==> src/rtl/clk_div_pkg.sv <==
// Shared constants and helpers for the clock divider bank.
package clk_div_pkg;

    // Common reset divisors for a 100 MHz system clock.
    localparam int unsigned DEF_DIV_50HZ = 1000000;
    localparam int unsigned DEF_DIV_1KHZ = 50000;

    // Default counter/divisor width; wide enough for DEF_DIV_50HZ.
    localparam int unsigned CNT_W_DEF = 21;

    // Channel-select width, never narrower than one bit.
    function automatic int unsigned ch_width(int unsigned n);
        return (n > 1) ? $clog2(n) : 1;
    endfunction

endpackage

==> src/rtl/clk_div_bank_if.sv <==
// Divisor write port: request from the master, one-cycle ack/err back from the bank.
interface clk_div_bank_if #(
    parameter int unsigned NUM_CH = 4,
    parameter int unsigned CNT_W  = clk_div_pkg::CNT_W_DEF
) ();
    import clk_div_pkg::*;

    localparam int unsigned CH_W = ch_width(NUM_CH);

    logic             wr_en;
    logic [CH_W-1:0]  wr_ch;
    logic [CNT_W-1:0] wr_div;
    logic             wr_ack;
    logic             wr_err;

    modport master (
        output wr_en,
        output wr_ch,
        output wr_div,
        input  wr_ack,
        input  wr_err
    );

    modport slave (
        input  wr_en,
        input  wr_ch,
        input  wr_div,
        output wr_ack,
        output wr_err
    );

endinterface

==> src/rtl/clk_div_chan.sv <==
// One divider channel: counter, active and pending divisor, tick strobe, slow_clk level.
module clk_div_chan
    import clk_div_pkg::*;
#(
    parameter int unsigned CNT_W   = CNT_W_DEF,
    parameter int unsigned DEF_DIV = DEF_DIV_50HZ
) (
    input  logic             clk,
    input  logic             rst_n,
    input  logic             en,
    input  logic             wr_stb,
    input  logic [CNT_W-1:0] wr_div,
    output logic             tick,
    output logic             slow_clk
);

    logic [CNT_W-1:0] cnt_q, cnt_d;
    logic [CNT_W-1:0] div_q, div_d;
    logic [CNT_W-1:0] pend_q, pend_d;
    logic             pend_v_q, pend_v_d;
    logic             tick_q, tick_d;
    logic             slow_q, slow_d;
    logic [CNT_W-1:0] div_m1;
    logic             wrap;

    // div is never zero, so div-1 cannot underflow.
    assign div_m1 = div_q - CNT_W'(1);
    assign wrap   = en && (cnt_q == div_m1);

    // Next-state: count, wrap, and decide when a new divisor may take over.
    always_comb begin
        cnt_d    = cnt_q;
        div_d    = div_q;
        pend_d   = pend_q;
        pend_v_d = pend_v_q;
        tick_d   = 1'b0;
        slow_d   = slow_q;

        if (!en) begin
            // Idle channel: nothing to keep aligned, so a new divisor lands at once.
            if (wr_stb) begin
                div_d    = wr_div;
                cnt_d    = '0;
                pend_v_d = 1'b0;
            end else if (pend_v_q) begin
                div_d    = pend_q;
                cnt_d    = '0;
                pend_v_d = 1'b0;
            end
        end else begin
            if (wrap) begin
                cnt_d  = '0;
                tick_d = 1'b1;
                slow_d = ~slow_q;
                if (pend_v_q) begin
                    div_d    = pend_q;
                    pend_v_d = 1'b0;
                end
            end else begin
                cnt_d = cnt_q + CNT_W'(1);
            end
            // A write in a wrap cycle must wait for the following wrap.
            if (wr_stb) begin
                pend_d   = wr_div;
                pend_v_d = 1'b1;
            end
        end
    end

    // State registers with synchronous active-low reset.
    always_ff @(posedge clk) begin
        if (!rst_n) begin
            cnt_q    <= '0;
            div_q    <= CNT_W'(DEF_DIV);
            pend_q   <= '0;
            pend_v_q <= 1'b0;
            tick_q   <= 1'b0;
            slow_q   <= 1'b0;
        end else begin
            cnt_q    <= cnt_d;
            div_q    <= div_d;
            pend_q   <= pend_d;
            pend_v_q <= pend_v_d;
            tick_q   <= tick_d;
            slow_q   <= slow_d;
        end
    end

    assign tick     = tick_q;
    assign slow_clk = slow_q;

endmodule

==> src/rtl/clk_div_bank.sv <==
// Bank of NUM_CH independent runtime-programmable clock dividers.
module clk_div_bank
    import clk_div_pkg::*;
#(
    parameter int unsigned NUM_CH  = 4,
    parameter int unsigned CNT_W   = CNT_W_DEF,
    parameter int unsigned DEF_DIV = DEF_DIV_50HZ
) (
    input  logic              clk,
    input  logic              rst_n,
    input  logic [NUM_CH-1:0] en,
    clk_div_bank_if.slave     wr,
    output logic [NUM_CH-1:0] tick,
    output logic [NUM_CH-1:0] slow_clk
);

    localparam int unsigned CH_W = ch_width(NUM_CH);

    logic              wr_ok;
    logic [NUM_CH-1:0] wr_sel;
    logic              ack_q, ack_d;
    logic              err_q, err_d;

    // Write decode: only an existing channel and a nonzero divisor are accepted.
    always_comb begin
        wr_ok  = wr.wr_en && (32'(wr.wr_ch) < NUM_CH) && (wr.wr_div != '0);
        ack_d  = wr_ok;
        err_d  = wr.wr_en && !wr_ok;
        wr_sel = '0;
        for (int i = 0; i < int'(NUM_CH); i++) begin
            wr_sel[i] = wr_ok && (wr.wr_ch == CH_W'(i));
        end
    end

    // Registered one-cycle write response.
    always_ff @(posedge clk) begin
        if (!rst_n) begin
            ack_q <= 1'b0;
            err_q <= 1'b0;
        end else begin
            ack_q <= ack_d;
            err_q <= err_d;
        end
    end

    assign wr.wr_ack = ack_q;
    assign wr.wr_err = err_q;

    for (genvar g = 0; g < NUM_CH; g++) begin : g_ch
        clk_div_chan #(
            .CNT_W   (CNT_W),
            .DEF_DIV (DEF_DIV)
        ) u_chan (
            .clk      (clk),
            .rst_n    (rst_n),
            .en       (en[g]),
            .wr_stb   (wr_sel[g]),
            .wr_div   (wr.wr_div),
            .tick     (tick[g]),
            .slow_clk (slow_clk[g])
        );
    end

endmodule

==> src/flat_wrapper.sv <==
// flat-port wrapper written by rule: the top's interface ports become plain ports
module clk_div_bank_flat import clk_div_pkg::*;
#(
    parameter int unsigned NUM_CH  = 4,
    parameter int unsigned CNT_W   = CNT_W_DEF,
    parameter int unsigned DEF_DIV = DEF_DIV_50HZ
)
  (clk, rst_n, en, tick, slow_clk, wr_wr_en, wr_wr_ch, wr_wr_div, wr_wr_ack, wr_wr_err);
  clk_div_bank_if #(.NUM_CH(NUM_CH), .CNT_W(CNT_W)) wr_i ();
  input  logic clk;
  input  logic rst_n;
  input  logic [NUM_CH-1:0] en;
  output logic [NUM_CH-1:0] tick;
  output logic [NUM_CH-1:0] slow_clk;
  input wire logic [$bits(wr_i.wr_en)-1:0] wr_wr_en;
  input wire logic [$bits(wr_i.wr_ch)-1:0] wr_wr_ch;
  input wire logic [$bits(wr_i.wr_div)-1:0] wr_wr_div;
  output wire logic [$bits(wr_i.wr_ack)-1:0] wr_wr_ack;
  output wire logic [$bits(wr_i.wr_err)-1:0] wr_wr_err;
  assign wr_i.wr_en = wr_wr_en;
  assign wr_i.wr_ch = wr_wr_ch;
  assign wr_i.wr_div = wr_wr_div;
  assign wr_wr_ack = wr_i.wr_ack;
  assign wr_wr_err = wr_i.wr_err;
  clk_div_bank #(.NUM_CH(NUM_CH), .CNT_W(CNT_W), .DEF_DIV(DEF_DIV)) u_core (.clk(clk), .rst_n(rst_n), .en(en), .wr(wr_i), .tick(tick), .slow_clk(slow_clk));
endmodule
==> config.mk <==
export PLATFORM = sky130hd
export DESIGN_NAME = clk_div_bank_flat
export DESIGN_NICKNAME = d
export VERILOG_FILES = /design/src/rtl/clk_div_pkg.sv /design/src/rtl/clk_div_bank_if.sv /design/src/rtl/clk_div_chan.sv /design/src/rtl/clk_div_bank.sv /design/src/flat_wrapper.sv
export SDC_FILE = /design/constraint.sdc
export NUM_CORES = 1
export LEC_CHECK = 0
export CAP_MARGIN = 5
export CORE_ASPECT_RATIO = 1.25
export CORE_UTILIZATION = 55
export CTS_BUF_LIST = sky130_fd_sc_hd__clkbuf_8
export CTS_CLUSTER_DIAMETER = 60
export DETAILED_ROUTE_END_ITERATION = 8
export PLACE_DENSITY_LB_ADDON = 0.3
export SYNTH_ARGS = -nofsm -noshare
export SYNTH_HDL_FRONTEND = slang
export SYNTH_SLANG_ARGS = --single-unit
==> constraint.sdc <==
create_clock -name clk -period 2.9 [get_ports clk]
set_clock_uncertainty 0.1 [all_clocks]
set_input_delay 0.29 -clock clk [delete_from_list [all_inputs] [get_ports clk]]
set_output_delay 0.29 -clock clk [all_outputs]
set_load 0.005 [all_outputs]
==> results.txt <==
----------------------------------------------------
[Critical path]
  Chain of cells forming the critical path ... buf_4 > or4b_4 > buf_4 > nor3_2 > nand3_1 > a21bo_2 > o21ai_4 > nand3_2 > a221o_1 > buf_6 > o221ai_2
  Cell at the slowest stage of the critical path ... or4b_4
  Critical path peak fanout ... 7
  Critical path startpoint ... u_core.g_ch[2].u_chan.div_q[4]
  Critical Path AT ... 3420 ps
  Bufs and invs on worst path ... 3
  Critical Path Source Type ... flip-flop
  Most Frequent Cell on Critical Path ... buf_4
  Worst Path Required ... 3270 ps
  Endpoint kind of the worst setup timing path ... flip-flop
  Worst stage delay on the critical path ... 600 ps
  Crit path kind ... reg -> reg
  Cell family with the largest share of critical-path delay ... compound AO/OA/AOI/OAI gates
  Launching point of the worst reg2reg path ... u_core.g_ch[2].u_chan.div_q[4]

[Worst hold path]
  Hold_sp ... rst_n
  Type of the worst min-delay path ... in -> reg

[Power]
  Power per standard cell area ... 447 nW/um^2
  Overall power of the completed layout ... 0.00842 W
  Worst supply voltage drop on vdd ... 0.314 mV
  Reported leakage power ... 7.61 nW

[Cells and area]
  Area taken by multi-input logic gates ... 9240 um^2
  Number of antenna cells inserted ... 0
  Leading cell type in the layout, fill and taps excluded ... dfxtp_1
  Commonest cells after routing, fill and taps aside ... dfxtp_1, buf_4, nor2_1
  Area added between synthesis and finish ... 29.6%
  Number of cells in the finished layout apart from fillers ... 2361
  Ratio of cells with drive above 1 in the final layout ... 24.8%
  Fill cells ... 1982
  NumNets Final ... 2028
  Total non-filler cell area in the finished layout ... 18900 um^2
  Area taken by flip-flops and latches ... 5340 um^2

[Route]
  DR pass1 iterations ... 5
  Total wire length after detailed routing ... 43.5 mm
  Vias ... 14200
  # DRC ... 0
  WL per Instance ... 18.4 um
  Antenna Violating Nets Remaining ... 0
  Average vias per placed instance ... 6.01
  Initial DRC Count ... 920

[Clock network]
  Insertion delay of the later-clocked pin in the worst-skew pair ... 570 ps
  Maximum clock insertion buffer count ... 3
  Clk sink count ... 266
  TritonCTS Buffers ... 43
  Htree depth ... 2
  CTS Root Cell ... clkbuf_8
  Clk pin slew, worst setup/hold paths ... 60 ps
  Clock tree from TritonCTS ... built
  Number of hold buffers added after cts ... 0

[Yosys]
  Total standard cell area after synthesis ... 14600 um^2
  Mapped Avg Cell Area ... 8.20 um^2
  Number of enable flip-flop cells after synthesis ... 0
  Share of synthesized flip-flops with an asynchronous set or reset ... 0%
  Synth warnings ... 0
  Register area share after synthesis ... 36.6%
  Number of storage elements in the synthesis netlist ... 266
  Top FF cell, synth ... dfxtp_1
  Syn nets ... 1813
  Cells after synthesis ... 1775
  Number of unique standard cell types used by synthesis ... 71

[STA]
  Post-route worst hold slack ... 164 ps
  Worst-Margin Slew ... 808 ps
  Minimum period implied by the final worst setup slack ... 3060 ps
  Setup ws final ... -156 ps
  RSZ-0062 raised after global routing ... yes
  Max transition margin ... 45.6%
  Fmax achieved ... 0.327 GHz
  Hold Fails Final Rpt ... 0
  Setup-failing EPs final ... 59
  Share of the clock period used by the worst path ... 105%
  Final number of max-transition violations ... 0

[Floorplan]
  Vertical die dimension ... 184 um
  Number of standard-cell rows in the floorplan ... 66
  Die width ... 147 um
  Initial core utilization ... 55.9%
  Core area ... 26000 um^2
  IO Pins ... 40
  Full die area ... 27100 um^2

[Run]
  Max-cap violations ... 0

[Global routing]
  Maximum number of pins on one net before global-route repair ... 79
  Global route overflow ... 0
  Antenna violations before repair ... 0
  GRT Util Overall ... 30.6%
  Via count of the first global-routing pass ... 13500
  Wire length of the first global-routing pass ... 67.5 mm

[Placement]
  Buffers on Ports ... 39
  Total placed instance area ... 16700 um^2
  Placed Instances ... 2251
  Estimated wirelength of the detail-placed design ... 29.4 mm
  DP Worst Slack ... -390 ps
  Routability cong. ... 0.935

[Status]
  Violations in the final reports ... negative setup slack
  Status ... finished, violations left

----------------------------------------------------
==> cell usage after synthesis (all sizes together) (4+ instances only) <==
library cell | n | area, um^2
o21a | 6 | 45.0
or3 | 19 | 119
nand2b | 13 | 81.3
a21oi | 56 | 280
and2 | 11 | 68.8
a211oi | 9 | 67.6
o21ai | 72 | 383
inv | 96 | 360
dfxtp | 266 | 5330
nor2 | 233 | 875
nand3 | 76 | 380
or4 | 7 | 52.6
ha | 8 | 100
xor2 | 87 | 762
o221ai | 15 | 131
and4 | 4 | 35.0
a31oi | 40 | 250
a2bb2oi | 14 | 123
a22oi | 5 | 37.5
o22a | 8 | 70.1
o2111ai | 18 | 158
o21bai | 5 | 37.5
nor4b | 7 | 67.6
o22ai | 20 | 125
or2 | 5 | 31.3
nand3b | 40 | 300
nor3 | 38 | 190
nand4b | 7 | 61.3
and3 | 28 | 175
o211ai | 4 | 30.0
o221a | 33 | 372
nor2b | 10 | 62.6
o31ai | 5 | 37.5
mux2i | 69 | 691
clkbuf | 102 | 385
nand4 | 38 | 238
nand2 | 95 | 357
a32oi | 17 | 149
a21o | 4 | 30.0
nor3b | 13 | 97.6
buf | 29 | 179
nor4 | 31 | 215
xnor2 | 84 | 736
==> per-layer routing <==
metal	vias to the layer above	share of wire, %	track usage [%]
met5	-	0	0
met4	0	5.7	17.1
met3	152	5.7	4.54
met2	506	48	52.8
met1	6780	40	36.1
li1	6759	-	-
==> worst register-to-register path, cell delays in order (launching register included) <==
cell	delay [ps]
dfxtp_2	330
buf_4	150
or4b_4	600
buf_4	170
nor3_2	160
nand3_1	90
a21bo_2	240
o21ai_4	210
nand3_2	150
a221o_1	430
buf_6	170
o221ai_2	170
==> kinds of logic after synthesis <==
group | Yosys count | synth area share, %
buffers and inverters | 228 | 6.38
adder cells (fa/ha/maj) | 8 | 0.688
flip-flops | 266 | 36.6
multiplexers | 69 | 4.75
AO/OA/AOI/OAI | 356 | 17.7
AND/OR/NAND/NOR | 677 | 23.6
XOR/XNOR | 171 | 10.3
==> per-stage QoR <==
| stage | util, % | TNS (ps) |
|---|---|---|
| 2_1_floorplan | - | 0 |
| 3_3_place_gp | 64.3 | -12540 |
| 3_5_place_dp | 64.3 | -20700 |
| 4_1_cts | 68.9 | -1630 |
| 5_1_grt | 72.5 | -13580 |
| 6_report | 72.5 | -3410 |
==> power by group <==
group / internal [W] / switching [W] / total [W]
clock: 0.00176 / 0.00155 / 0.00331
combinational: 0.000591 / 0.000697 / 0.00129
sequential: 0.00374 / 0.0000839 / 0.00383
total: 0.00610 / 0.00233 / 0.00842
==> layout make-up <==
cell class                 count  share of cell area (%)
clock buffer                  54                    3.94
clock inverter                22                   0.637
inverter                      97                    1.96
multi-input combinational   1282                    49.0
sequential                   266                    28.3
tap                          340                    2.25
timing repair buffer         300                    13.9
==> worst paths after layout <==
check	end	slack, ps	cells past startpoint
hold reg to reg	u_core.g_ch[0].u_chan.pend_q[19]	350	2
setup / recovery	u_core.g_ch[2].u_chan.div_q[15]	-160	11
setup reg to reg	u_core.g_ch[2].u_chan.div_q[15]	-160	11
hold / removal	u_core.g_ch[3].u_chan.div_q[6]	160	3
==> registers in the layout (all words and copies together) (netlist names) <==
register and cells:
u_core.g_ch.u_chan.div_q 84, u_core.g_ch.u_chan.cnt_q 84, u_core.g_ch.u_chan.pend_q 84, u_core.wr.wr_err 1
u_core.g_ch.u_chan.slow_clk 4, u_core.wr.wr_ack 1, u_core.g_ch.u_chan.pend_v_q 4, u_core.g_ch.u_chan.tick 4
==> timing repair <==
action | CTS | global route
pin swaps | 33 | 59
setup buffers | 10 | 20
endpoints found under the hold margin | 0 | 0
endpoints found under the setup margin | 128 | 168
gates cloned | 1 | 3
resized for setup | 57 | 137
Note: power is estimated with default switching activity, not from simulation.
